File: src/rtl/fmap_streamer_if.sv
// fmap_streamer_if: frame-control, feature-map RAM and window-feed signals of the
// feature-map streamer. The streamer connects through the master modport; the
// surrounding fabric (RAM, window buffer, controller) uses the slave modport.
interface fmap_streamer_if #(
  parameter int unsigned DW = 16,
  parameter int unsigned AW = 10
);
  // Frame control
  logic                 go;
  logic                 state;
  logic                 stall;
  logic                 busy;
  logic                 done;
  // Feature-map RAM read port
  logic                 ram_rd_en;
  logic [AW-1:0]        ram_addr;
  logic signed [DW-1:0] ram_dout;
  // Window buffer feed and tap tagging
  logic signed [DW-1:0] din;
  logic                 shift;
  logic                 win_valid;
  logic [4:0]           win_row;
  logic [4:0]           win_col;

  modport master (
    input  go,
    input  state,
    input  stall,
    input  ram_dout,
    output ram_rd_en,
    output ram_addr,
    output din,
    output shift,
    output win_valid,
    output win_row,
    output win_col,
    output busy,
    output done
  );

  modport slave (
    output go,
    output state,
    output stall,
    output ram_dout,
    input  ram_rd_en,
    input  ram_addr,
    input  din,
    input  shift,
    input  win_valid,
    input  win_row,
    input  win_col,
    input  busy,
    input  done
  );
endinterface

File: src/rtl/fmap_streamer.sv
// fmap_streamer: reads a stored feature map (28x28 or 12x12) from single-port RAM in
// raster order and feeds it, one pixel per shift, into the 5x5 sliding-window line
// buffer. Each shift is tagged with the row/column of the window's bottom tap and
// whether the taps form a complete 5-row column.
//
// Optional build macro FMAP_STREAMER_FLUSH_EN: after the last pixel, W-1 zero pixels
// are shifted in so the final row's trailing columns also get tagged.
//
// Data path: RAM (1-cycle latency) -> optional 1-entry skid -> output register.
// The output register drives din; shift = output valid and not stalled, so a stall
// suppresses the shift in the same cycle and the pixel waits in place.
module fmap_streamer #(
  parameter int unsigned DW    = 16,
  parameter int unsigned AW    = 10,
  parameter int unsigned BASE0 = 0,
  parameter int unsigned BASE1 = 784
) (
  input  logic            clk,
  input  logic            rst,
  fmap_streamer_if.master bus
);

  // Counters are sized for the largest frame plus flush shifts (784 + 27).
  localparam int unsigned CW = 10;
  localparam int unsigned W0 = 28;
  localparam int unsigned W1 = 12;

  localparam logic [CW-1:0] W0C = CW'(W0);
  localparam logic [CW-1:0] W1C = CW'(W1);
  localparam logic [CW-1:0] N0C = CW'(W0 * W0);
  localparam logic [CW-1:0] N1C = CW'(W1 * W1);
  localparam logic [AW-1:0] B0C = AW'(BASE0);
  localparam logic [AW-1:0] B1C = AW'(BASE1);

  typedef enum logic [2:0] {
    StIdle,
    StRun,
    StDrain,
`ifdef FMAP_STREAMER_FLUSH_EN
    StFlush,
`endif
    StFin
  } st_e;

  st_e                  st_q;
  logic [CW-1:0]        w_q;
  logic [CW-1:0]        n_q;
  logic [AW-1:0]        base_q;
  logic [CW-1:0]        rd_cnt_q;
  logic [CW-1:0]        sh_cnt_q;
  logic [4:0]           qr_q;
  logic [4:0]           qc_q;
  logic                 busy_q;
  logic                 done_q;
`ifdef FMAP_STREAMER_FLUSH_EN
  logic [CW-1:0]        fl_cnt_q;
`endif

  // Read pipeline state
  logic                 pend_q;       // a read (or flush zero) returns this cycle
  logic                 pend_zero_q;  // the returning entry is a flush zero, not RAM data
  logic                 out_v_q;
  logic signed [DW-1:0] out_d_q;
  logic                 skid_v_q;
  logic signed [DW-1:0] skid_d_q;

  logic                 consume;
  logic [1:0]           occ;
  logic                 room;
  logic                 rd_issue;
  logic                 fl_issue;
  logic signed [DW-1:0] src_d;
  logic [CW-1:0]        wm1;
  logic                 q_on;
  logic                 tag_hit;

  // Issue control, returning-data select and window tag decode.
  always_comb begin
    wm1     = w_q - CW'(1);
    consume = out_v_q & ~bus.stall;
    // Entries held after this edge, before any new issue lands. An issue is allowed
    // only if its data will still find a free register (output or skid).
    occ     = 2'(out_v_q) + 2'(skid_v_q) + 2'(pend_q) - 2'(consume);
    room    = (occ <= 2'd1);
    rd_issue = (st_q == StRun) && !bus.stall && room;
    fl_issue = 1'b0;
`ifdef FMAP_STREAMER_FLUSH_EN
    fl_issue = (st_q == StFlush) && !bus.stall && room && (fl_cnt_q < wm1);
`endif
    src_d   = pend_zero_q ? '0 : bus.ram_dout;
    // q = p - (W-1) is non-negative once p reaches W-1; qr/qc track q's row/col.
    q_on    = (sh_cnt_q >= wm1);
    tag_hit = q_on && (qr_q >= 5'd4) && (sh_cnt_q < n_q + wm1);
  end

  assign bus.ram_rd_en = rd_issue;
  assign bus.ram_addr  = rd_issue ? base_q + AW'(rd_cnt_q) : '0;
  assign bus.din       = out_d_q;
  assign bus.shift     = consume;
  assign bus.win_valid = consume & tag_hit;
  assign bus.win_row   = consume ? qr_q : 5'd0;
  assign bus.win_col   = consume ? qc_q : 5'd0;
  assign bus.busy      = busy_q;
  assign bus.done      = done_q;

  // Frame sequencing: geometry latch, read/shift counters and window position.
  always_ff @(posedge clk) begin
    if (rst) begin
      st_q     <= StIdle;
      w_q      <= '0;
      n_q      <= '0;
      base_q   <= '0;
      rd_cnt_q <= '0;
      sh_cnt_q <= '0;
      qr_q     <= '0;
      qc_q     <= '0;
      busy_q   <= 1'b0;
      done_q   <= 1'b0;
`ifdef FMAP_STREAMER_FLUSH_EN
      fl_cnt_q <= '0;
`endif
    end else begin
      done_q <= 1'b0;

      if (rd_issue) begin
        rd_cnt_q <= rd_cnt_q + CW'(1);
      end

      if (consume) begin
        sh_cnt_q <= sh_cnt_q + CW'(1);
        if (q_on) begin
          if ({5'd0, qc_q} == wm1) begin
            qc_q <= '0;
            qr_q <= qr_q + 5'd1;
          end else begin
            qc_q <= qc_q + 5'd1;
          end
        end
      end

      case (st_q)
        StIdle: begin
          if (bus.go) begin
            w_q      <= bus.state ? W1C : W0C;
            n_q      <= bus.state ? N1C : N0C;
            base_q   <= bus.state ? B1C : B0C;
            rd_cnt_q <= '0;
            sh_cnt_q <= '0;
            qr_q     <= '0;
            qc_q     <= '0;
`ifdef FMAP_STREAMER_FLUSH_EN
            fl_cnt_q <= '0;
`endif
            busy_q   <= 1'b1;
            st_q     <= StRun;
          end
        end
        StRun: begin
          if (rd_issue && (rd_cnt_q == n_q - CW'(1))) begin
            st_q <= StDrain;
          end
        end
        StDrain: begin
          if (sh_cnt_q == n_q) begin
`ifdef FMAP_STREAMER_FLUSH_EN
            st_q   <= StFlush;
`else
            st_q   <= StFin;
            busy_q <= 1'b0;
            done_q <= 1'b1;
`endif
          end
        end
`ifdef FMAP_STREAMER_FLUSH_EN
        StFlush: begin
          if (fl_issue) begin
            fl_cnt_q <= fl_cnt_q + CW'(1);
          end
          if (sh_cnt_q == n_q + wm1) begin
            st_q   <= StFin;
            busy_q <= 1'b0;
            done_q <= 1'b1;
          end
        end
`endif
        StFin: begin
          st_q <= StIdle;
        end
        default: begin
          st_q <= StIdle;
        end
      endcase
    end
  end

  // Read pipeline: returning data goes to the output register when it is free,
  // otherwise into the skid slot; the skid always drains ahead of newer data.
  always_ff @(posedge clk) begin
    if (rst) begin
      pend_q      <= 1'b0;
      pend_zero_q <= 1'b0;
      out_v_q     <= 1'b0;
      out_d_q     <= '0;
      skid_v_q    <= 1'b0;
      skid_d_q    <= '0;
    end else begin
      pend_q      <= rd_issue | fl_issue;
      pend_zero_q <= fl_issue;
      if (!out_v_q || consume) begin
        if (skid_v_q) begin
          out_d_q <= skid_d_q;
          out_v_q <= 1'b1;
          if (pend_q) begin
            skid_d_q <= src_d;
          end else begin
            skid_v_q <= 1'b0;
          end
        end else if (pend_q) begin
          out_d_q <= src_d;
          out_v_q <= 1'b1;
        end else begin
          out_v_q <= 1'b0;
        end
      end else if (pend_q) begin
        skid_d_q <= src_d;
        skid_v_q <= 1'b1;
      end
    end
  end

endmodule

File: src/flat_wrapper.sv
// flat-port wrapper written by rule: the top's interface ports become plain ports
module fmap_streamer_flat 
#(
  parameter int unsigned DW    = 16,
  parameter int unsigned AW    = 10,
  parameter int unsigned BASE0 = 0,
  parameter int unsigned BASE1 = 784
)
  (clk, rst, bus_go, bus_state, bus_stall, bus_ram_dout, bus_ram_rd_en, bus_ram_addr, bus_din, bus_shift, bus_win_valid, bus_win_row, bus_win_col, bus_busy, bus_done);
  fmap_streamer_if #(.DW(DW), .AW(AW)) bus_i ();
  input  logic clk;
  input  logic rst;
  input wire logic [$bits(bus_i.go)-1:0] bus_go;
  input wire logic [$bits(bus_i.state)-1:0] bus_state;
  input wire logic [$bits(bus_i.stall)-1:0] bus_stall;
  input wire logic [$bits(bus_i.ram_dout)-1:0] bus_ram_dout;
  output wire logic [$bits(bus_i.ram_rd_en)-1:0] bus_ram_rd_en;
  output wire logic [$bits(bus_i.ram_addr)-1:0] bus_ram_addr;
  output wire logic [$bits(bus_i.din)-1:0] bus_din;
  output wire logic [$bits(bus_i.shift)-1:0] bus_shift;
  output wire logic [$bits(bus_i.win_valid)-1:0] bus_win_valid;
  output wire logic [$bits(bus_i.win_row)-1:0] bus_win_row;
  output wire logic [$bits(bus_i.win_col)-1:0] bus_win_col;
  output wire logic [$bits(bus_i.busy)-1:0] bus_busy;
  output wire logic [$bits(bus_i.done)-1:0] bus_done;
  assign bus_i.go = bus_go;
  assign bus_i.state = bus_state;
  assign bus_i.stall = bus_stall;
  assign bus_i.ram_dout = bus_ram_dout;
  assign bus_ram_rd_en = bus_i.ram_rd_en;
  assign bus_ram_addr = bus_i.ram_addr;
  assign bus_din = bus_i.din;
  assign bus_shift = bus_i.shift;
  assign bus_win_valid = bus_i.win_valid;
  assign bus_win_row = bus_i.win_row;
  assign bus_win_col = bus_i.win_col;
  assign bus_busy = bus_i.busy;
  assign bus_done = bus_i.done;
  fmap_streamer #(.DW(DW), .AW(AW), .BASE0(BASE0), .BASE1(BASE1)) u_core (.clk(clk), .rst(rst), .bus(bus_i));
endmodule
File: config.mk
export PLATFORM = sky130hd
export DESIGN_NAME = fmap_streamer_flat
export DESIGN_NICKNAME = d
export VERILOG_FILES = /design/src/rtl/fmap_streamer_if.sv /design/src/rtl/fmap_streamer.sv /design/src/flat_wrapper.sv
export SDC_FILE = /design/constraint.sdc
export NUM_CORES = 1
export LEC_CHECK = 0
export ABC_AREA = 1
export CAP_MARGIN = 20
export CORE_ASPECT_RATIO = 1.25
export CORE_MARGIN = 10
export CORE_UTILIZATION = 49
export CTS_CLUSTER_DIAMETER = 80
export DETAILED_ROUTE_END_ITERATION = 10
export HOLD_SLACK_MARGIN = 0.06
export PLACE_DENSITY = 0.76
export SYNTH_ARGS = -nofsm -noshare
export SYNTH_HDL_FRONTEND = slang
export SYNTH_SLANG_ARGS = --single-unit
export TNS_END_PERCENT = 20
File: constraint.sdc
create_clock -name clk -period 2.7 [get_ports clk]
set_input_delay 0.27 -clock clk [delete_from_list [all_inputs] [get_ports clk]]
set_output_delay 0.27 -clock clk [all_outputs]
set_load 0.005 [all_outputs]
==> Word level (Yosys, flattened, before mapping) <==
Cells that the tools add are included.
{ "word_totals": {"regBits": 100, "out_inout_bits": 41, "elab_cells": 100} }
{ "op_classes": {"n_addsub": 11, "magnitude_cmp": 4, "eq_ne": 9, "n_mux": 40, "n_bitwise": 4, "n_reduce_logical": 17} }
{ "ops": {"columns": ["operator", "count"], "rows": [
  ["2-to-1 mux 10 bit", 9],
  ["2-to-1 mux 16 bit", 5],
  ["2-to-1 mux 5 bit", 13],
  ["adder 10 x 1 -> 10 bit, second input constant", 2],
  ["adder 10 bit", 2],
  ["== test 10 bit", 2],
  ["subtractor 10 x 1 -> 10 bit, second input constant", 2],
  ["adder 5 x 1 -> 5 bit, second input constant", 2],
  ["== test 5 x 10 -> 1 bit", 1],
  ["greater-or-equal comparator 10 bit", 1],
  ["less-than comparator 10 bit", 1],
  ["2-to-1 mux 3 bit", 3],
  ["case mux 3 bit (3 select lines)", 1],
  ["2-to-1 mux 1 bit", 8],
  ["AND reduction 3 bit", 2],
  ["nonzero test 2 bit", 3],
  ["greater-or-equal comparator 5 x 3 -> 1 bit, second input constant", 1],
  ["logical AND 1 bit", 5],
  ["inequality test 2 x 1 -> 1 bit, second input constant", 2],
  ["inequality test 2 bit, second input constant", 2],
  ["AND reduction 2 bit", 2],
  ["== test 3 x 1 -> 1 bit, second input constant", 1],
  ["== test 3 x 2 -> 1 bit, second input constant", 1],
  ["zero test 3 bit", 1],
  ["other kinds (10)", 13]
]} }

==> Logic depth before layout (Yosys ltp) <==
Gate-level depths: netlist (run 1).
{ "depth": {"depth_word": 8, "depth_mapped": 16} }

==> Worst setup path after synthesis (run 1) <==
No wires, ideal clock.
{ "synth_timing": {"kind": "register to output", "from": "register u_core.n_q[4]", "to": "output bus_win_valid", "arrival_time_ns": 2.327, "required_time_ns": 2.430, "setup_slack_ns": 0.103, "path_stages_with_launch": 13, "path_cell_list": "dfxtp_1 > inv_2 > ha_1 > ha_1 > o21a_1 > o22ai_1 > xor2_1 > ha_1 > nand2_1 > nor2_1 > nand3_1 > o2111ai_1 > nor3_1"} }
{ "synth_between": {"elab_chain_cells": 4} }
{ "synth_rtl": {"columns": ["element", "line_no", "rtl"], "rows": [
  ["start, declared", "fmap_streamer.sv:47", "logic [CW-1:0] n_q;"],
  ["start signal, assigned", "fmap_streamer.sv:145", "n_q <= bus.state ? N1C : N0C;"],
  ["adder 10 bit", "fmap_streamer.sv:93", "tag_hit = q_on && (qr_q >= 5'd4) && (sh_cnt_q < n_q + wm1);"],
  ["less-than comparator 10 bit", "fmap_streamer.sv:93", null],
  ["logical AND 1 bit", "fmap_streamer.sv:93", null],
  ["bitwise AND 1 bit", "fmap_streamer.sv:100", "assign bus.win_valid = consume & tag_hit;"],
  ["end, declared", "flat_wrapper.sv:21", "output wire logic [$bits(bus_i.win_valid)-1:0] bus_win_valid;"]
]} }
Every way passes these cells.

==> Final worst setup path (run 1) <==
Ends and elaborated chain as after synthesis.

==> impl_summary.log, run 1 <==
INFO  metric net_count_after_synthesis = 641
INFO  metric core_footprint = 8240 um^2
INFO  metric violated_checks = negative setup slack
INFO  metric finalSetupViolCount = 1
INFO  metric drt-vias-per-instance = 5.27
INFO  metric groute.layer.met3.usage = under 10%
INFO  metric grt_util_met2 = 29.8%
INFO  metric fmax = 0.359 GHz
INFO  metric route.antenna.remaining_nets = 0
INFO  metric synth_area_per_cell = 7.07 um^2
INFO  metric grt_pass1_vias = 4113
INFO  metric timing.slew.headroom = between 40% and 50%
INFO  metric buffer_ports.inserted = 61
INFO  metric maximum_fanout_along_the_worst_path = 2
INFO  metric finalWirelength = 10.4 mm
INFO  metric run_status = finished, violations left
INFO  metric clkTransAtPathRegs = roughly 80 ps
INFO  metric via_count = 4056
INFO  metric worst-slew-pin-transition = 829 ps
INFO  metric overflow_left_after_global_routing = 0
INFO  metric finalHoldViolCount = 0
INFO  metric yosys_register_bits = 72
INFO  metric end_of_flow_core_utilization = between 60% and 70%
INFO  metric gp_congestion = between 0.8 and 0.9
INFO  metric yosysWarningCount = 0
INFO  metric drive_above_1_share = between 10 and 15%
INFO  metric max_cap_viol_count = 0
INFO  metric cts_sinks = between 70 and 80
INFO  metric area.growth.synth_to_final = 28.0%
INFO  metric p_leak = 0.00231 uW
INFO  metric layout_setup_ws = -86.1 ps
INFO  metric critical_path.startpoint_type = flop
INFO  metric clock_latency = 360 ps
INFO  metric drt-wirelength-per-cell = about 14 um
INFO  metric die-width = 102 um
INFO  metric drt_first_pass_iters = 4
INFO  metric placement_row_count = 37
INFO  metric grt_start_max_net_pins = 36
INFO  metric fin_setup_tns = -86.1 ps
INFO  metric timing.final.crit_share = 103%
INFO  metric powerDensity = around 630 nW/um^2
INFO  metric floorplan.initialDensity = 50.2%
INFO  metric global_route_wire_length_before_repair = 18.0 mm
INFO  metric die_area = ~13000 um^2
INFO  metric num_io_pins = 62
INFO  metric grt_use_met1 = 19.7%
INFO  metric maxSlewViolCount = 0
INFO  metric final_net_count = 723
INFO  metric required = 2430 ps
INFO  metric yosysUniqueCellTypes = 40
INFO  metric drc = 0
INFO  metric sequential_cell_area_fraction_in_the_yosys_report = roughly a third
INFO  metric period_needed = 2790 ps
INFO  metric postCtsHoldBufs = 0
INFO  metric grt_usage = 17.3%
INFO  metric hp-class = flop to flop
INFO  metric htree_levels = 3
INFO  metric cts_tree = done
INFO  metric die_height = between 100 and 150 um
INFO  metric synth.cell_area = 4140 um^2
INFO  metric buffer_type_at_the_clock_tree_root = clkbuf_8
INFO  metric synth_cells = 586
INFO  metric 1st_iter_drt_viols = 262
INFO  metric dpl.hpwl = 7.80 mm
INFO  metric critPathArrivalTime = 2520 ps
INFO  metric clock_buffer_count_from_cts = 9
INFO  metric clockBufferDepth = 2
INFO  metric antenna_found_initial = 0
INFO  metric finClkSkew = 7.25 ps
INFO  metric grt-busiest-layer = met2
INFO  metric vdd_drop_max = 0.000356 V
INFO  metric setup.worst_path.end_class = output pin
INFO  metric rsz_0062_raised_after_global_routing = yes
INFO  metric antenna_cells_inserted = 0
INFO  metric setup_cp_type = flop to output pin
[report_power, final]
part / internal [uW] / total, uW / switching, uW / leakage [uW]
clock: 621 / 1060 / 436 / 0.000117
sequential: 1140 / 1190 / 52.1 / 0.000583
combinational: 499 / 1070 / 567 / 0.00161
[cell usage in the layout, fill, tap and decap left out, types with 2 or more instances in the layout]
cell,n
a31oi_1,17
buf_4,24
a21oi_1,29
nor2_2,6
nand3b_1,3
ha_4,2
nand3_2,3
o21ai_0,46
dfxtp_2,2
nand3_1,25
a211oi_1,2
xor2_1,10
nand4_1,5
nor2_1,83
inv_2,6
nand2_1,120
nor3b_1,2
xnor2_1,4
a21oi_2,3
inv_6,2
nor3_1,9
nor2_4,3
nor3_2,3
nand2_2,7
o21a_1,2
clkbuf_8,9
ha_1,31
bufinv_16,3
clkdlybuf4s50_1,60
inv_1,63
buf_6,2
dfxtp_1,70
nand2_4,2
[cell usage after synthesis]
cell type  count  area (um^2)
a211oi_1       2         15.0
a21oi_1       30          150
a21oi_2        2         17.5
a21oi_4        1         16.3
a31oi_1       17          106
buf_2          7         35.0
buf_6          1         11.3
clkbuf_1       7         26.3
clkbuf_2       1         5.00
clkinv_2       1         5.00
dfxtp_1       72         1440
ha_1          34          425
inv_1         65          244
inv_2          4         15.0
inv_4          1         6.26
nand2_1      122          458
nand2_2        5         31.3
nand2_4        2         22.5
nand3_1       26          130
nand3_2        2         20.0
nand3_4        1         17.5
nand3b_1       3         22.5
nand4_1        5         31.3
nand4_2        1         12.5
nor2_1        84          315
nor2_2         5         31.3
nor2_4         3         33.8
nor3_1        10         50.1
nor3_2         2         20.0
nor3b_1        2         15.0
nor4_1         1         6.26
o2111ai_1      1         8.76
o211ai_1       1         7.51
o21a_1         2         15.0
o21ai_0       46          230
o21ai_1        1         5.00
o22ai_1        1         6.26
o31ai_1        1         7.51
xnor2_1        4         35.0
xor2_1        10         87.6
[cells by family (layout without fill, tap and decap cells)]
family,after synthesis,after routing,share of synthesized area (%)
simple gates,274,274,29.4
xor+xnor,14,14,2.96
fa+ha+maj,34,34,10.3
flops,72,72,34.8
compound gates,105,105,14.1
buf+inv,87,174,8.40
[repair_timing]
action | 4_1_cts | 5_1_grt
pin swaps | 12 | 9
setup buffers | 3 | 1
gates cloned | 0 | 0
gates resized for setup | 14 | 8
endpoints found under the hold margin | 0 | 0
endpoints found under the setup margin | 3 | 11
[worst max-delay path, stage by stage (launching register included)]
cell and delay (ps):
dfxtp_2 350, inv_2 50, ha_4 160, ha_4 230, o21a_1 190, o22ai_2 100
xor2_1 160, ha_1 280, nand2_2 100, buf_4 110, o2111ai_2 140, nor3_2 140
buf_2 140
[per-stage QoR]
stage               instances  worst slack [ps]  power [uW]  cell area, um^2  hold WS [ps]
floorplan                 586               103        1810             4140           405
global placement          750              -268        2140             4960           467
detailed placement        750              -332        2190             4960           474
CTS                       769              -121        3300             5270           481
global route              770              -262        3510             5300           509
finish                    770             -86.1        3310             5300           487
[state kept, by name (all words and copies together) (netlist names)]
name	cells
u_core.bus.din	16
u_core.skid_d_q	16
u_core.rd_cnt_q	10
u_core.sh_cnt_q	10
u_core.qc_q	5
u_core.qr_q	5
u_core.n_q	2
u_core.st_q	2
u_core.base_q	1
u_core.bus.busy	1
u_core.bus.done	1
u_core.out_v_q	1
u_core.pend_q	1
u_core.skid_v_q	1
[final timing paths]
kind | endpoint | startpoint | slack (ps) | depth (start not counted)
setup / recovery | bus_win_valid | u_core.n_q[4] | -90 | 12
hold / removal | u_core.bus.din[0] | u_core.skid_d_q[0] | 490 | 2
setup reg to reg | u_core.qr_q[0] | u_core.n_q[4] | 300 | 17
hold reg to reg | u_core.bus.din[0] | u_core.skid_d_q[0] | 490 | 2
[layout make-up]
type,count,area (um^2)
well taps,97,121
fillers,730,2940
clock inverters,6,115
repair buffers,87,808
inverters,71,270
clock buffers,10,128
flip-flops and latches,72,1440
multi-input cells,427,2410
[routing by layer]
layer / wire length, um / up-vias
met4: 214 / 0
li1: - / 2077
met5: 0 / -
met2: 5160 / 104
met3: 546 / 18
met1: 4520 / 1857
No activity file was read; power rests on OpenSTA's default activity.
==> inputs of run 2 (changes only) <==
--- a/config.mk
+++ b/config.mk
@@ -7,13 +7,15 @@
 export LEC_CHECK = 0
 export ABC_AREA = 1
 export CAP_MARGIN = 20
+export CELL_PAD_IN_SITES_DETAIL_PLACEMENT = 1
+export CELL_PAD_IN_SITES_GLOBAL_PLACEMENT = 1
 export CORE_ASPECT_RATIO = 1.25
 export CORE_MARGIN = 10
-export CORE_UTILIZATION = 49
+export CORE_UTILIZATION = 35
 export CTS_CLUSTER_DIAMETER = 80
 export DETAILED_ROUTE_END_ITERATION = 10
 export HOLD_SLACK_MARGIN = 0.06
-export PLACE_DENSITY = 0.76
+export PLACE_DENSITY_LB_ADDON = 0.1
 export SYNTH_ARGS = -nofsm -noshare
 export SYNTH_HDL_FRONTEND = slang
 export SYNTH_SLANG_ARGS = --single-unit
==> run 2 against run 1 <==
  * The flow still finishes with violations (negative setup slack)
  * Clock-buffer cell count is the same
  * Combinational power hardly changed
  * Worst hold slack got worse by 0.62 ps
  * Final cell count grew 8.2%
  * Critical path depth up 1
  * Global-route usage shrank 1.9 points
  * First-iteration DRC count down 63%
  * Fmax increased by 0.14%
  * Sequential power about the same
  * Clock skew is 1.4 ps lower
  * Register-to-register slack hardly changed
==> impl_summary.log, run 2 (synthesized netlist as in run 1, its figures left out) <==
INFO  metric run_status = finished, violations left
INFO  metric violated_checks = negative setup slack
INFO  metric cts_tree = done
INFO  metric timing.slew.headroom = 40.3%
INFO  metric powerDensity = ~660 nW/um^2
INFO  metric gp_congestion = 0.808
INFO  metric clock_latency = 340 ps
INFO  metric floorplan.initialDensity = 35.6%
INFO  metric timing.final.crit_share = 103%
INFO  metric drt-wirelength-per-cell = 14.6 um
INFO  metric hp-class = flop to flop
INFO  metric layout_setup_ws = -82.1 ps
INFO  metric htree_levels = 3
INFO  metric dpl.hpwl = 9.20 mm
INFO  metric critical-path-top-cell-by-count = ha_4
INFO  metric antenna_cells_inserted = 0
INFO  metric crit_path_cell_trace = inv_2 -> ha_4 -> ha_4 -> o21a_1 -> o22ai_2 -> xor2_1 -> ha_1 -> nand2_2 -> nor2_2 -> nand2_1 -> o2111ai_2 -> nor3_2 -> buf_2
INFO  metric end_of_flow_core_utilization = 47.1%
INFO  metric vdd_drop_max = between 0.0002 and 0.0003 V
INFO  metric grt_pass1_vias = approximately 4400
INFO  metric drive_above_1_share = between 10% and 20%
INFO  metric antenna_found_initial = 0
INFO  metric critPathArrivalTime = 2510 ps
INFO  metric period_needed = 2780 ps
INFO  metric layout_commonest_cell = nand2_1
INFO  metric placed_cell_area = 5050 um^2
INFO  metric finalHoldViolCount = 0
INFO  metric cts_sinks = 72
INFO  metric 1st_iter_drt_viols = 98
INFO  metric die-width = 117 um
INFO  metric clockBufferDepth = 2
INFO  metric maximum_fanout_along_the_worst_path = 2
INFO  metric die_area = approximately 17000 um^2
INFO  metric placement_row_count = 44
INFO  metric die_height = 142 um
INFO  metric area.growth.synth_to_final = 32.1%
INFO  metric drc = 0
INFO  metric crit_path_start = u_core.n_q[8]
INFO  metric clock_buffer_count_from_cts = 9
INFO  metric fin_area = between 5000 and 6000 um^2
INFO  metric leading_cell_types_in_the_layout_fill_and_taps_excluded = nand2_1, nor2_1, dfxtp_1, inv_1, clkdlybuf4s50_1
INFO  metric buffer_ports.inserted = 61
INFO  metric postCtsHoldBufs = 0
INFO  metric fmax = 0.359 GHz
INFO  metric global_route_wire_length_before_repair = 20.8 mm
INFO  metric regToRegStartpoint = u_core.n_q[8]
INFO  metric drt-vias-per-instance = 4.87
INFO  metric final_net_count = 722
INFO  metric rsz_0062_raised_after_global_routing = yes
INFO  metric worstHoldStart = u_core.skid_d_q[15]
INFO  metric overflow_left_after_global_routing = 0
INFO  metric setup.worst_path.end_class = output pin
INFO  metric finClkSkew = approximately 6 ps
INFO  metric setup_cp_type = flop to output pin
INFO  metric maxSlewViolCount = 0
INFO  metric cp_slowest_cell = dfxtp_2
INFO  metric critPathMaxStageDelay = 340 ps
INFO  metric finalWirelength = 12.1 mm
INFO  metric core_footprint = 11600 um^2
INFO  metric route.antenna.remaining_nets = 0
INFO  metric post-layout-total-power = 3590 uW
INFO  metric max_cap_viol_count = 0
INFO  metric critical_path.startpoint_type = flop
INFO  metric place_inst = 816
INFO  metric via_count = 4054
INFO  metric grt_usage = 15.4%
INFO  metric post_layout_nonfiller_instances = 833
INFO  metric required = about 2400 ps
INFO  metric grt_start_max_net_pins = 36
INFO  metric p_leak = approximately 0.0024 uW
INFO  metric drt_first_pass_iters = 4
INFO  metric worst-slew-pin-transition = roughly 890 ps
INFO  metric clkTransAtPathRegs = 60 ps
INFO  metric num_io_pins = 62
INFO  metric buffer_type_at_the_clock_tree_root = clkbuf_16
INFO  metric finalSetupViolCount = 1
==> run 2: area by class of cell <==
cell class	count	area (um^2)
fillers	1495	6150
multi-input cells	427	2430
flip-flops and latches	72	1440
repair buffers	86	803
inverters	71	270
clock buffers	10	229
well taps	161	201
clock inverters	6	92.6
==> run 2: timing repair <==
| action | CTS | global route |
|---|---|---|
| pin swaps | 8 | 6 |
| hold endpoints to repair | 0 | 0 |
| gates resized for setup | 19 | 7 |
| setup buffers | 1 | 0 |
| endpoints found under the setup margin | 1 | 3 |
==> run 2: worst max-delay path, delay by kind of cell, from the launching register on <==
| kind | cells | cell delay [ps] |
|---|---|---|
| AND/OR/NAND/NOR | 4 | 400 |
| buffers and inverters | 2 | 210 |
| XOR/XNOR | 1 | 160 |
| flip-flops | 1 | 340 |
| adder cells (fa/ha/maj) | 3 | 670 |
| AO/OA/AOI/OAI | 3 | 390 |
==> run 2: worst paths after layout <==
check                            end  slack, ps  cells after the start
hold / removal    u_core.bus.din[15]        490                      2
setup / recovery       bus_win_valid        -80                     13
hold reg to reg   u_core.bus.din[15]        490                      2
setup reg to reg      u_core.qc_q[0]        290                     16
==> run 2: per-stage QoR <==
step | worst slack [ps] | setup TNS, ps | hold WS (ps)
floorplan | 103 | 0 | 405
global placement | -326 | -326 | 452
detailed placement | -347 | -347 | 473
CTS | -118 | -118 | 485
global route | -203 | -265 | 502
finish | -82.1 | -82.1 | 486
==> run 2: routing by layer <==
metal	up-vias	track usage, %	part of all wire, %
li1	2066	-	-
met1	1931	18.8	47
met2	47	25.8	49
met3	10	3.92	3.4
met4	0	4.50	1.3
met5	-	0	0
==> run 2: power breakdown <==
part	leakage [uW]	internal (uW)	switching (uW)
combinational	0.00163	492	599
clock	0.000149	814	496
sequential	0.000583	1140	49.4
total	0.00236	2450	1140
==> inputs of run 3 (changes only) <==
--- a/config.mk
+++ b/config.mk
@@ -10,9 +10,9 @@
 export CELL_PAD_IN_SITES_DETAIL_PLACEMENT = 1
 export CELL_PAD_IN_SITES_GLOBAL_PLACEMENT = 1
 export CORE_ASPECT_RATIO = 1.25
-export CORE_MARGIN = 10
 export CORE_UTILIZATION = 35
 export CTS_CLUSTER_DIAMETER = 80
+export CTS_CLUSTER_SIZE = 8
 export DETAILED_ROUTE_END_ITERATION = 10
 export HOLD_SLACK_MARGIN = 0.06
 export PLACE_DENSITY_LB_ADDON = 0.1
==> run 3 against run 2 <==
  * The flow still finishes with violations (negative setup slack)
  * Largest cell class unchanged
  * Power decreased by 5.8%
  * First-iteration DRC count decreased by 1.0%
  * Largest power group is now registers
  * Critical endpoint unchanged
  * Clock power decreased by 15%
  * Combinational power about the same
  * Sequential power about the same
==> impl_summary.log, run 3 (synthesized netlist as in run 1, its figures left out) <==
INFO  metric finalHoldViolCount = 0
INFO  metric critPathMaxStageDelay = 340 ps
INFO  metric required = 2430 ps
INFO  metric timing.final.crit_share = 103%
INFO  metric floorplan.initialDensity = 35.8%
INFO  metric finalSetupViolCount = 1
INFO  metric r2r.worst_path.cells = 16
INFO  metric p_leak = 0.00232 uW
INFO  metric buffer_ports.inserted = 61
INFO  metric htree_levels = 3
INFO  metric hold_slack = 469 ps
INFO  metric regToRegStartpoint = u_core.n_q[4]
INFO  metric die_height = around 120 um
INFO  metric gp_congestion = 0.840
INFO  metric timing.slew.headroom = 63.6%
INFO  metric grt_start_max_net_pins = 33
INFO  metric overflow_left_after_global_routing = 0
INFO  metric grt_usage = around a fifth
INFO  metric drc = 0
INFO  metric cp_num_cells = 13
INFO  metric worstHoldStart = u_core.bus.busy
INFO  metric powerDensity = ~630 nW/um^2
INFO  metric drt_first_pass_iters = 4
INFO  metric finalWirelength = ~12 mm
INFO  metric power_frac_seq = 35.1%
INFO  metric clock_latency = between 300 and 400 ps
INFO  metric end_of_flow_core_utilization = 46.4%
INFO  metric die_area = 12300 um^2
INFO  metric rsz_0062_raised_after_global_routing = yes
INFO  metric fmax = 0.360 GHz
INFO  metric grt_pass1_vias = 4183
INFO  metric finClkSkew = approximately 9 ps
INFO  metric dp_worst_setup_slack = -375 ps
INFO  metric vdd_drop_max = 0.000354 V
INFO  metric 1st_iter_drt_viols = 97
INFO  metric critPathArrivalTime = 2510 ps
INFO  metric antenna_cells_inserted = 0
INFO  metric switchingPower = 1130 uW
INFO  metric critical-path-top-cell-by-count = ha_4
INFO  metric layout_commonest_cell = nand2_1
INFO  metric drive_above_1_share = 12.5%
INFO  metric hp-class = flop to flop
INFO  metric antenna_found_initial = 0
INFO  metric core_footprint = 11600 um^2
INFO  metric placement_row_count = 44
INFO  metric run_status = finished, violations left
INFO  metric layout_setup_ws = -79.0 ps
INFO  metric buffer_type_at_the_clock_tree_root = clkbuf_16
INFO  metric cts_tree = done
INFO  metric worst-path-buf-inv = 2
INFO  metric period_needed = 2780 ps
INFO  metric maxSlewViolCount = 0
INFO  metric clkTransAtPathRegs = around 60 ps
INFO  metric cp_slowest_cell = dfxtp_2
INFO  metric fin_setup_tns = -79.0 ps
INFO  metric via_count = 4094
INFO  metric area.growth.synth_to_final = 29.6%
INFO  metric maximum_fanout_along_the_worst_path = 2
INFO  metric power.share.combinational = 31.7%
INFO  metric num_io_pins = 62
INFO  metric hold_depth = 2
INFO  metric setup.worst_path.end_class = output pin
INFO  metric p_int = 2250 uW
INFO  metric critical-path-top-delay-family = adder cells
INFO  metric regToRegEndpoint = u_core.qc_q[0]
INFO  metric clockBufferDepth = 2
INFO  metric drt-vias-per-instance = 5.05
INFO  metric clkPwrFrac = about a third
INFO  metric leading_cell_types_in_the_layout_fill_and_taps_excluded = nand2_1, nor2_1, dfxtp_1, inv_1, clkdlybuf4s50_1
INFO  metric cts_sinks = 72
INFO  metric critical_path.startpoint_type = flop
INFO  metric post-layout-total-power = 3380 uW
INFO  metric drt-wirelength-per-cell = 14.2 um
INFO  metric global_route_wire_length_before_repair = 19.2 mm
INFO  metric power.switching_fraction = 33.5%
INFO  metric worst-slew-pin-transition = 545 ps
INFO  metric final_net_count = 722
INFO  metric hold_crit_endpoint = u_core.bus.busy
INFO  metric violated_checks = negative setup slack
INFO  metric clock_buffer_count_from_cts = 9
INFO  metric crit_path_cell_trace = inv_2 -> ha_4 -> ha_4 -> o21a_1 -> o22ai_2 -> xor2_1 -> ha_1 -> nand2_2 -> nor2_2 -> nand3_1 -> o2111ai_2 -> nor3_2 -> buf_2
INFO  metric multiInputGateArea = ~2400 um^2
INFO  metric die-width = roughly 99 um
INFO  metric route.antenna.remaining_nets = 0
INFO  metric sequential_cell_area = around 1400 um^2
INFO  metric max_cap_viol_count = 0
INFO  metric dpl.hpwl = 8.69 mm
INFO  metric fillCellCount = 1479
INFO  metric setup_cp_type = flop to output pin
INFO  metric ff2ff_setup_slack = 340 ps
## run 3: worst max path at each step
stage,startpoint,slack (ps),end
2_1_floorplan,u_core.n_q[4],100,bus_win_valid
3_3_place_gp,u_core.n_q[4],-310,bus_win_valid
3_5_place_dp,u_core.n_q[4],-370,bus_win_valid
4_1_cts,u_core.n_q[4],-150,bus_win_valid
5_1_grt,u_core.n_q[4],-250,bus_win_valid
6_report,u_core.n_q[4],-80,bus_win_valid
## run 3: metrics by stage
step	instance area, um^2	cells
floorplan	4140	586
global placement	5030	793
detailed placement	5030	793
CTS	5350	809
global route	5370	810
finish	5370	810
## run 3: layout make-up
type / count / share of cell area, %
multi-input cells: 427 / 44.8
flip-flops and latches: 72 / 26.9
repair buffers: 86 / 14.9
inverters: 71 / 5.04
clock buffers: 10 / 4.27
well taps: 138 / 3.22
clock inverters: 6 / 0.840
## run 3: routing by layer
layer | share of wire [%] | wire, um | vias to the layer above | GRT usage [%]
met1 | 46 | 5340 | 1973 | 24.0
met2 | 49 | 5690 | 40 | 34.8
met5 | 0 | 0 | - | 0
met3 | 3.0 | 341 | 10 | 4.60
li1 | - | - | 2071 | -
met4 | 1.2 | 133 | 0 | 6.07
## run 3: timing repair
action,in CTS,in global routing
setup buffers,0,1
gates cloned,0,0
hold buffers,0,0
resized for setup,17,3
endpoints found under the setup margin,1,3
pin swaps,10,10
## run 3: power by group through the flow
| stage | clock network (uW) | registers, uW | logic [uW] |
|---|---|---|---|
| floorplan | 0 | 1220 | 592 |
| global placement | 0 | 1210 | 973 |
| detailed placement | 0 | 1210 | 1020 |
| CTS | 1150 | 1190 | 1070 |
| global route | 1190 | 1200 | 1220 |
| finish | 1120 | 1190 | 1070 |
## run 3: tightest hold or removal path, cell delays in order (launching register included)
cell	delay, ps
dfxtp_1	310
nand2_1	60
a21oi_1	50
